File: config.mk
export PLATFORM = sky130hd
export DESIGN_NAME = dmem_arbiter
export DESIGN_NICKNAME = d
export VERILOG_FILES = /design/src/rtl/dmem_arb_pkg.sv /design/src/rtl/arb_starve_cnt.sv /design/src/rtl/dmem_arbiter.sv
export SDC_FILE = /design/constraint.sdc
export NUM_CORES = 1
export LEC_CHECK = 0
export CAP_MARGIN = 20
export CORE_AREA = 2 2 116 118
export CTS_CLUSTER_DIAMETER = 150
export CTS_CLUSTER_SIZE = 40
export DETAILED_ROUTE_END_ITERATION = 12
export DIE_AREA = 0 0 118 120
export PLACE_DENSITY = 0.63
export RECOVER_POWER = 100
export REMOVE_ABC_BUFFERS = 1
export SYNTH_ARGS = -nofsm -noshare
export SYNTH_HDL_FRONTEND = slang
export SYNTH_SLANG_ARGS = --single-unit
File: constraint.sdc
create_clock -name clk -period 3.3 [get_ports clk]
set_clock_uncertainty 0.05 [all_clocks]
set_input_delay 0.66 -clock clk [delete_from_list [all_inputs] [get_ports clk]]
set_output_delay 0.66 -clock clk [all_outputs]
set_load 0.005 [all_outputs]
File: src/rtl/dmem_arb_pkg.sv
// Shared types for the data-memory arbiter: FSM encoding, owner codes and
// the default starvation limit.
package dmem_arb_pkg;

    localparam int STARVE_MAX_DEF = 4;

    typedef enum logic {
        CPU_PRI   = 1'b0,
        DMA_FORCE = 1'b1
    } arb_state_e;

    typedef enum logic [1:0] {
        OWN_NONE = 2'd0,
        OWN_CPU  = 2'd1,
        OWN_DMA  = 2'd2
    } owner_e;

endpackage

File: src/rtl/arb_starve_cnt.sv
// Counts consecutive denied DMA-request cycles; sat flags the cycle in which
// the count would reach STARVE_MAX, and the counter wraps to zero there.
module arb_starve_cnt #(
    parameter int STARVE_MAX = 4
) (
    input  logic clk,
    input  logic reset,
    input  logic clr,
    input  logic inc,
    output logic sat
);
    localparam int CW = $clog2(STARVE_MAX + 1);

    logic [CW-1:0] cnt;

    assign sat = inc && (cnt == CW'(STARVE_MAX - 1));

    always_ff @(posedge clk or negedge reset) begin
        if (!reset)
            cnt <= '0;
        else if (clr || sat)
            cnt <= '0;
        else if (inc)
            cnt <= cnt + CW'(1);
    end

endmodule

File: src/rtl/dmem_arbiter.sv
// Single-port data memory arbiter: CPU has priority, a starvation counter
// forces a one-cycle DMA slot by stalling the CPU. DMA read data is registered.
module dmem_arbiter
    import dmem_arb_pkg::*;
#(
    parameter int ADDR_W     = 32,
    parameter int DATA_W     = 32,
    parameter int STARVE_MAX = STARVE_MAX_DEF
) (
    input  logic              clk,
    input  logic              reset,
    input  logic              cpu_req,
    input  logic              cpu_we,
    input  logic [ADDR_W-1:0] cpu_addr,
    input  logic [DATA_W-1:0] cpu_wdata,
    output logic [DATA_W-1:0] cpu_rdata,
    output logic              cpu_stall,
    input  logic              dma_req,
    input  logic              dma_we,
    input  logic [ADDR_W-1:0] dma_addr,
    input  logic [DATA_W-1:0] dma_wdata,
    output logic              dma_gnt,
    output logic              dma_rvalid,
    output logic [DATA_W-1:0] dma_rdata,
    output logic              mem_we,
    output logic [ADDR_W-1:0] mem_addr,
    output logic [DATA_W-1:0] mem_wdata,
    input  logic [DATA_W-1:0] mem_rdata
);
    arb_state_e state_q, state_d;
    owner_e     owner;
    logic       gnt_raw, stall_raw, we_sel;
    logic       cnt_inc, cnt_clr, cnt_sat;

    always_ff @(posedge clk or negedge reset) begin
        if (!reset)
            state_q <= CPU_PRI;
        else
            state_q <= state_d;
    end

    always_comb begin
        owner     = OWN_NONE;
        gnt_raw   = 1'b0;
        stall_raw = 1'b0;
        case (state_q)
            CPU_PRI: begin
                if (cpu_req) begin
                    owner = OWN_CPU;
                end else if (dma_req) begin
                    owner   = OWN_DMA;
                    gnt_raw = 1'b1;
                end
            end
            DMA_FORCE: begin
                // Forced slot only stalls the CPU if there is still a DMA request to serve.
                if (dma_req) begin
                    owner     = OWN_DMA;
                    gnt_raw   = 1'b1;
                    stall_raw = cpu_req;
                end else if (cpu_req) begin
                    owner = OWN_CPU;
                end
            end
            default: owner = OWN_NONE;
        endcase
    end

    assign cnt_inc = (state_q == CPU_PRI) && dma_req && !gnt_raw;
    assign cnt_clr = (state_q == DMA_FORCE) || !dma_req || gnt_raw;

    arb_starve_cnt #(.STARVE_MAX(STARVE_MAX)) u_starve (
        .clk   (clk),
        .reset (reset),
        .clr   (cnt_clr),
        .inc   (cnt_inc),
        .sat   (cnt_sat)
    );

    always_comb begin
        state_d = CPU_PRI;
        if (state_q == CPU_PRI && cnt_sat)
            state_d = DMA_FORCE;
    end

    always_comb begin
        we_sel    = 1'b0;
        mem_addr  = cpu_addr;
        mem_wdata = cpu_wdata;
        case (owner)
            OWN_CPU: we_sel = cpu_we;
            OWN_DMA: begin
                we_sel    = dma_we;
                mem_addr  = dma_addr;
                mem_wdata = dma_wdata;
            end
            default: we_sel = 1'b0;
        endcase
    end

    // Nothing is granted or written while reset is held low.
    assign mem_we    = we_sel && reset;
    assign dma_gnt   = gnt_raw && reset;
    assign cpu_stall = stall_raw;
    assign cpu_rdata = mem_rdata;

    always_ff @(posedge clk or negedge reset) begin
        if (!reset) begin
            dma_rvalid <= 1'b0;
            dma_rdata  <= '0;
        end else begin
            dma_rvalid <= dma_gnt && !dma_we;
            if (dma_gnt && !dma_we)
                dma_rdata <= mem_rdata;
        end
    end

endmodule

== Word-level counts from Yosys, hierarchy flattened ==
Index checks and enable logic that the tools add are counted.
Storage, ports and cells
  register bits: 37
  input bits: 166
  output and inout port bits: 132
  word-level logic and storage cells: 39
Cells by class
  add/sub/neg operators: 1
  equality and inequality tests: 3
  mux-type cells: 16
  bitwise operators: 1
  reductions and logical operators: 14
Operators with widths (count)
  two-way mux 32 bit: 2
  logical AND 1 bit: 7
  two-way mux 1 bit: 6
  two-way mux 2 bit: 3
  two-way mux 3 bit: 2
  one-hot mux 1 bit (2 select lines): 2
  one-hot mux 2 bit (2 select lines): 1
  adder 3 x 1 -> 3 bit, second input constant: 1
  == test 3 x 2 -> 1 bit, second input constant: 1
  logical NOT 1 bit: 3
  logical OR 1 bit: 3
  == test 2 x 1 -> 1 bit, second input constant: 1
  == test 2 bit, second input constant: 1
  nonzero test 2 bit: 1
  NOT 1 bit: 1

== Depth between registers and ports, before layout ==
  word-level depth: 8
  gate-level depth with buffers: 5

== Modules after synthesis ==
From an unflattened synthesis, not the netlist that was laid out.
Unflattened totals
  cell total of the unflattened synthesis: 201
  area total of the unflattened synthesis: 2546.2 µm²
By module, submodules not included
  dmem_arbiter: times used 1, cells each 186, area an instance 2379.8 µm², seq. area each 850.8 µm²
  arb_starve_cnt: times used 1, cells each 15, area an instance 166.4 µm², seq. area each 75.1 µm²

== Worst setup path before layout ==
Ideal clock, no wire load.
  path kind: in2out
  from: input cpu_req
  to: output mem_addr[0]
  arrival: 1.486 ns
  setup slack: 1.104 ns
  stages: 5
  buffers on the path: 2
  cells stage by stage: inv_2 > o21ai_2 > buf_6 > buf_12 > mux2_4
Between the ends
  cells in the longest elaborated chain, start to end: 5
RTL lines
  start: declaration: RTL line dmem_arbiter.sv:12  | input logic cpu_req,
  two-way mux 1 bit: RTL line dmem_arbiter.sv:61  | end else if (cpu_req) begin
  two-way mux 2 bit: RTL line dmem_arbiter.sv:57  | if (dma_req) begin
  one-hot mux 2 bit (2 select lines) *: RTL line dmem_arbiter.sv:46  | case (state_q)
  == test 2 bit *: RTL line dmem_arbiter.sv:90  | case (owner)
  two-way mux 32 bit *: RTL line dmem_arbiter.sv:90
  end: declaration: RTL line dmem_arbiter.sv:26  | output logic [ADDR_W-1:0] mem_addr,
Mark *: on every way between the ends. The rest lies on a longest branch, timed or not.

== Worst setup path in the final report ==
  from: input cpu_req
  to: output mem_addr[6]
Same word-level chain as after synthesis.

==> metrics.csv <==
stage;metric;value;unit
layout;antenna_cells;0;
worst_setup_path;max_stage_delay;500;ps
floorplanning;core-area;13000;um^2
layout;final_cell_mix;clkdlybuf4s50_1, dlygate4sd3_1, mux2_4;
sta;slew_viol_final;0;
worst_setup_path;crit_fanout;18;
logic_synthesis;seq_area_frac_synth;32.6;%
grt;grt_pass1_wl;18000;um
detailed_routing;wl_per_cell;19.1;um
place;hpwl;10500;um
pwr;vdd_drop_max;0.000206;V
grt;grt.overflow.total;0;
floorplanning;dieArea;14200;um^2
sta;timing.final.ws_setup;25.1;ps
grt;grt_max_degree;39;
layout;fin_area;5880;um^2
detailed_routing;ant_nets;0;
grt;grt_use_total;16.8;%
sta;hold_viol_final;0;
sta;period_share;99.2;%
cts;cts_inserted_buffers;5;
floorplanning;die_w;118;um
cts;htree_levels;2;
cts;clock_latency;270;ps
pwr;power_density;323;nW/um^2
cts;root_buffer;clkbuf_16;
layout;areaGrowthSynthToFinish;107;%
logic_synthesis;syn_area;2840;um^2
layout;nets;644;
floorplanning;io_pins;298;
detailed_routing;routed-via-count;2633;
cts;clock-sinks;37;
layout;final_common_cell;clkdlybuf4s50_1;
worst_setup_path;cp_data_required_time;2590;ps
floorplanning;start_util;21.9;%
cts;tritoncts;done;
worst_setup_path;crit_type;in2out;
layout;layout-drive-gt1-share;19.7;%
sta;fin_crit;3270;ps
pwr;leakagePower;2.59;nW
worst_setup_path;crit_top_cell;clkdlybuf4s50_1;
sta;rsz0062_at_grt;yes;
floorplanning;std_cell_rows;42;
sta;setup_viol;0;
sta;clock.fmax;305;MHz
sta;worst_pin_slew;797;ps
cts;cts_buffer_depth;2;
place;io_buffers;297;
cts;ctsHoldBuffers;0;
grt;grt_pass1_vias;2928;
logic_synthesis;synth_cell_types;21;
worst_setup_path;worst-path-buf-inv;5;
detailed_routing;first_pass_iters;4;
sta;slew_headroom;46.9;%
detailed_routing;drc;0;
place;post-place-ws;22.1;ps
cts;path_clk_slew;60;ps
flow_run;maxCapViolations;0;
logic_synthesis;syn_avg_cell_area;14.5;um^2
worst_setup_path;critPathTopFamily;buffers and inverters;
logic_synthesis;synth_warnings;0;
floorplanning;die_h;120;um
worst_setup_path;slowest_stage;clkdlybuf4s50_1;
place;placed_area;5830;um^2
logic_synthesis;ys_ff_latch;37;
detailed_routing;viasPerCell;4.03;
detailed_routing;initialDrtViolationCount;80;
place;gp_congestion;0.910;
worst_setup_path;cp_cell_sequence;clkdlybuf4s50_1 -> inv_2 -> o21ai_4 -> buf_12 -> buf_6 -> mux2_4 -> clkdlybuf4s50_1;
worst_hold_path;hp-class;reg2reg;
detailed_routing;routed_wl;12400;um
grt;antenna_found_initial;0;
logic_synthesis;synth_cells;196;
worst_setup_path;start_kind;primary input;
worst_setup_path;cp.arrival;2560;ps
run_status;outcome;finished clean;
worst_setup_path;end_kind;primary output;
## path summary, 6_finish.rpt
path | start | endpoint | slack (ps) | cells after the start
min in group asynchronous | reset | dma_rdata[17] | 550 | 2
max | cpu_req | mem_addr[6] | 30 | 7
max reg2reg | state_q | dma_rdata[22] | 1320 | 3
min reg2reg | u_starve.cnt[0] | u_starve.cnt[0] | 410 | 1
min | u_starve.cnt[0] | u_starve.cnt[0] | 410 | 1
max in group asynchronous | reset | dma_rdata[15] | 2310 | 2
## registers in the layout (all words and copies together), names as in the netlist
register,flops
state_q,1
u_starve.cnt,3
dma_rdata,32
dma_rvalid,1
## routing by layer
layer  part of all wire, %  GRT usage, %
met1                    41          19.7
met2                    49          28.9
met3                   8.4          5.89
met4                   1.8          4.74
met5                     0             0
## through the flow
stage	hold WS [ps]	TNS (ps)	power, mW	utilization, %	std cells
after floorplan	314	-65490	0.868	-	153
after global placement	378	0	1.49	44.9	643
after detailed placement	397	0	1.50	44.9	643
after CTS	406	0	2.05	46.2	651
after global routing	419	-180	2.00	45.3	653
final	408	0	1.90	45.3	653
## power breakdown
group | switching [mW] | internal [mW] | total [mW]
Clock | 0.176 | 0.358 | 0.534
Sequential | 0.0431 | 0.542 | 0.585
Combinational | 0.232 | 0.549 | 0.781
## timing repair
| item | 4_1_cts | 5_1_grt |
|---|---|---|
| setup buffers | 0 | 2 |
| endpoints found under the setup margin | 0 | 28 |
| gates resized for setup | 0 | 12 |
## cell type report
type	instances	area (um^2)
fillers	1252	7100
inverters	5	18.8
multi-input cells	111	1400
well taps	176	220
clock buffers	6	129
repair buffers	316	3150
flip-flops and latches	37	926
clock inverters	2	38.8
## logic make-up (layout without fill, tap and decap cells)
group | count (synthesis) | after routing | synth area share [%]
adders and majority gates | 2 | 2 | 0.882
muxes | 96 | 96 | 48.4
AOI/OAI and AO/OA | 4 | 4 | 1.68
DFF | 37 | 37 | 32.6
buffers and inverters | 48 | 329 | 14.6
and+or+nand+nor | 9 | 9 | 1.81
## Yosys cell counts, drive strengths merged
| cell | number | share of area [%] |
|---|---|---|
| a21oi | 1 | 0.18 |
| nor3b | 1 | 0.26 |
| inv | 5 | 0.66 |
| buf | 43 | 14 |
| nand2 | 2 | 0.26 |
| o2111ai | 1 | 0.93 |
| mux2 | 96 | 48 |
| nor2 | 1 | 0.13 |
| ha | 2 | 0.88 |
| o211ai | 1 | 0.26 |
| and3 | 1 | 0.22 |
| nand3 | 1 | 0.18 |
| dfrtp | 37 | 33 |
| nor4b | 1 | 0.31 |
| o21ai | 1 | 0.31 |
| nor4 | 2 | 0.44 |
(Power assumes the default switching activity.)
==> patch: new RTL, config.mk and constraints unchanged <==
`ADDR_W`: 32 -> 36.
--- a/src/rtl/dmem_arbiter.sv
+++ b/src/rtl/dmem_arbiter.sv
@@ -3,7 +3,7 @@
 module dmem_arbiter
     import dmem_arb_pkg::*;
 #(
-    parameter int ADDR_W     = 32,
+    parameter int ADDR_W     = 36,
     parameter int DATA_W     = 32,
     parameter int STARVE_MAX = STARVE_MAX_DEF
 ) (
Ports: changed (resized cpu_addr, dma_addr and mem_addr); port bits go from 298 to 310. No check against the original RTL was run, so the function may have changed too.
==> patch against the original RTL <==
  * Worst setup slack got worse by 0.016 ns
  * Wire length down 9.5%
  * Sequential cell count unchanged
  * Power decreased by 6.2%
  * Clock power decreased by 18%
  * Cell area down 1.1%
  * Area after synthesis shrank 5.4%
  * Global-route usage shrank 1.8 points
  * Critical path type unchanged
  * Largest cell class unchanged
==> patch: results <==
{
  "clock_net_power_w": 0.000437,
  "post_drt_wl_per_cell_um": 16.9,
  "gp_congestion": 0.841,
  "nNetsFinal": 667,
  "grt_pass1_vias": 2803,
  "multi_input_area_share_pct": 22.1,
  "buf_share_pct": 55.5,
  "io_buffers": 309,
  "synthMuxAreaShare_pct": 47.3,
  "total_power_w": 0.00178,
  "peakVddDrop_v": 0.000199,
  "grt_use_met3_pct": 4.33,
  "synth_compound_area_share_pct": 2.05,
  "first_pass_iters": 2,
  "synthDistinctLibCells": 20,
  "status": "finished, final reports clean",
  "placedCellCount": 655,
  "multi_input_area_um2": 1290,
  "post-route-min-period_ns": 3.29,
  "num_vias": 2674,
  "final_layout_size_suffix_gt1_share_pct": 18.5,
  "p_seq_w": 0.000581,
  "synthTopCellsByArea": "dfrtp_1, mux2_2, mux2_4, buf_4, buf_6",
  "buffers": 327,
  "fillers": 1277,
  "dp_hpwl_um": 10000,
  "met1_usage_pct": 16.9,
  "dr_wl_met2_um": 5940,
  "cp_max_fo": 14,
  "grt_usage_pct": 15.0
}
patch: cell count changes in the layout (fill, tap and decap cells not counted), moves of 2 or more:
cell and change:
clkdlybuf4s25_1 -5, dlygate4sd3_1 -9, dlymetal6s2s_1 -4, buf_4 -2
mux2_1 +3, clkdlybuf4s50_1 +29, clkbuf_2 +2, clkbuf_1 +2
mux2_4 -41, mux2_2 +42
patch: repair_timing:
action                                  CTS  global route
buffers inserted                          3             2
resized for setup                         1             3
endpoints found under the setup margin    3             7
patch: final timing paths:
| check | from | to | depth (start not counted) |
|---|---|---|---|
| setup / recovery | cpu_req | mem_wdata[26] | 7 |
| hold / removal | u_starve.cnt[0] | u_starve.cnt[0] | 1 |
| setup reg to reg | state_q | dma_rdata[0] | 3 |
| hold reg to reg | u_starve.cnt[0] | u_starve.cnt[0] | 1 |
| max in group asynchronous | reset | dma_rdata[5] | 2 |
| min in group asynchronous | reset | dma_rdata[26] | 2 |
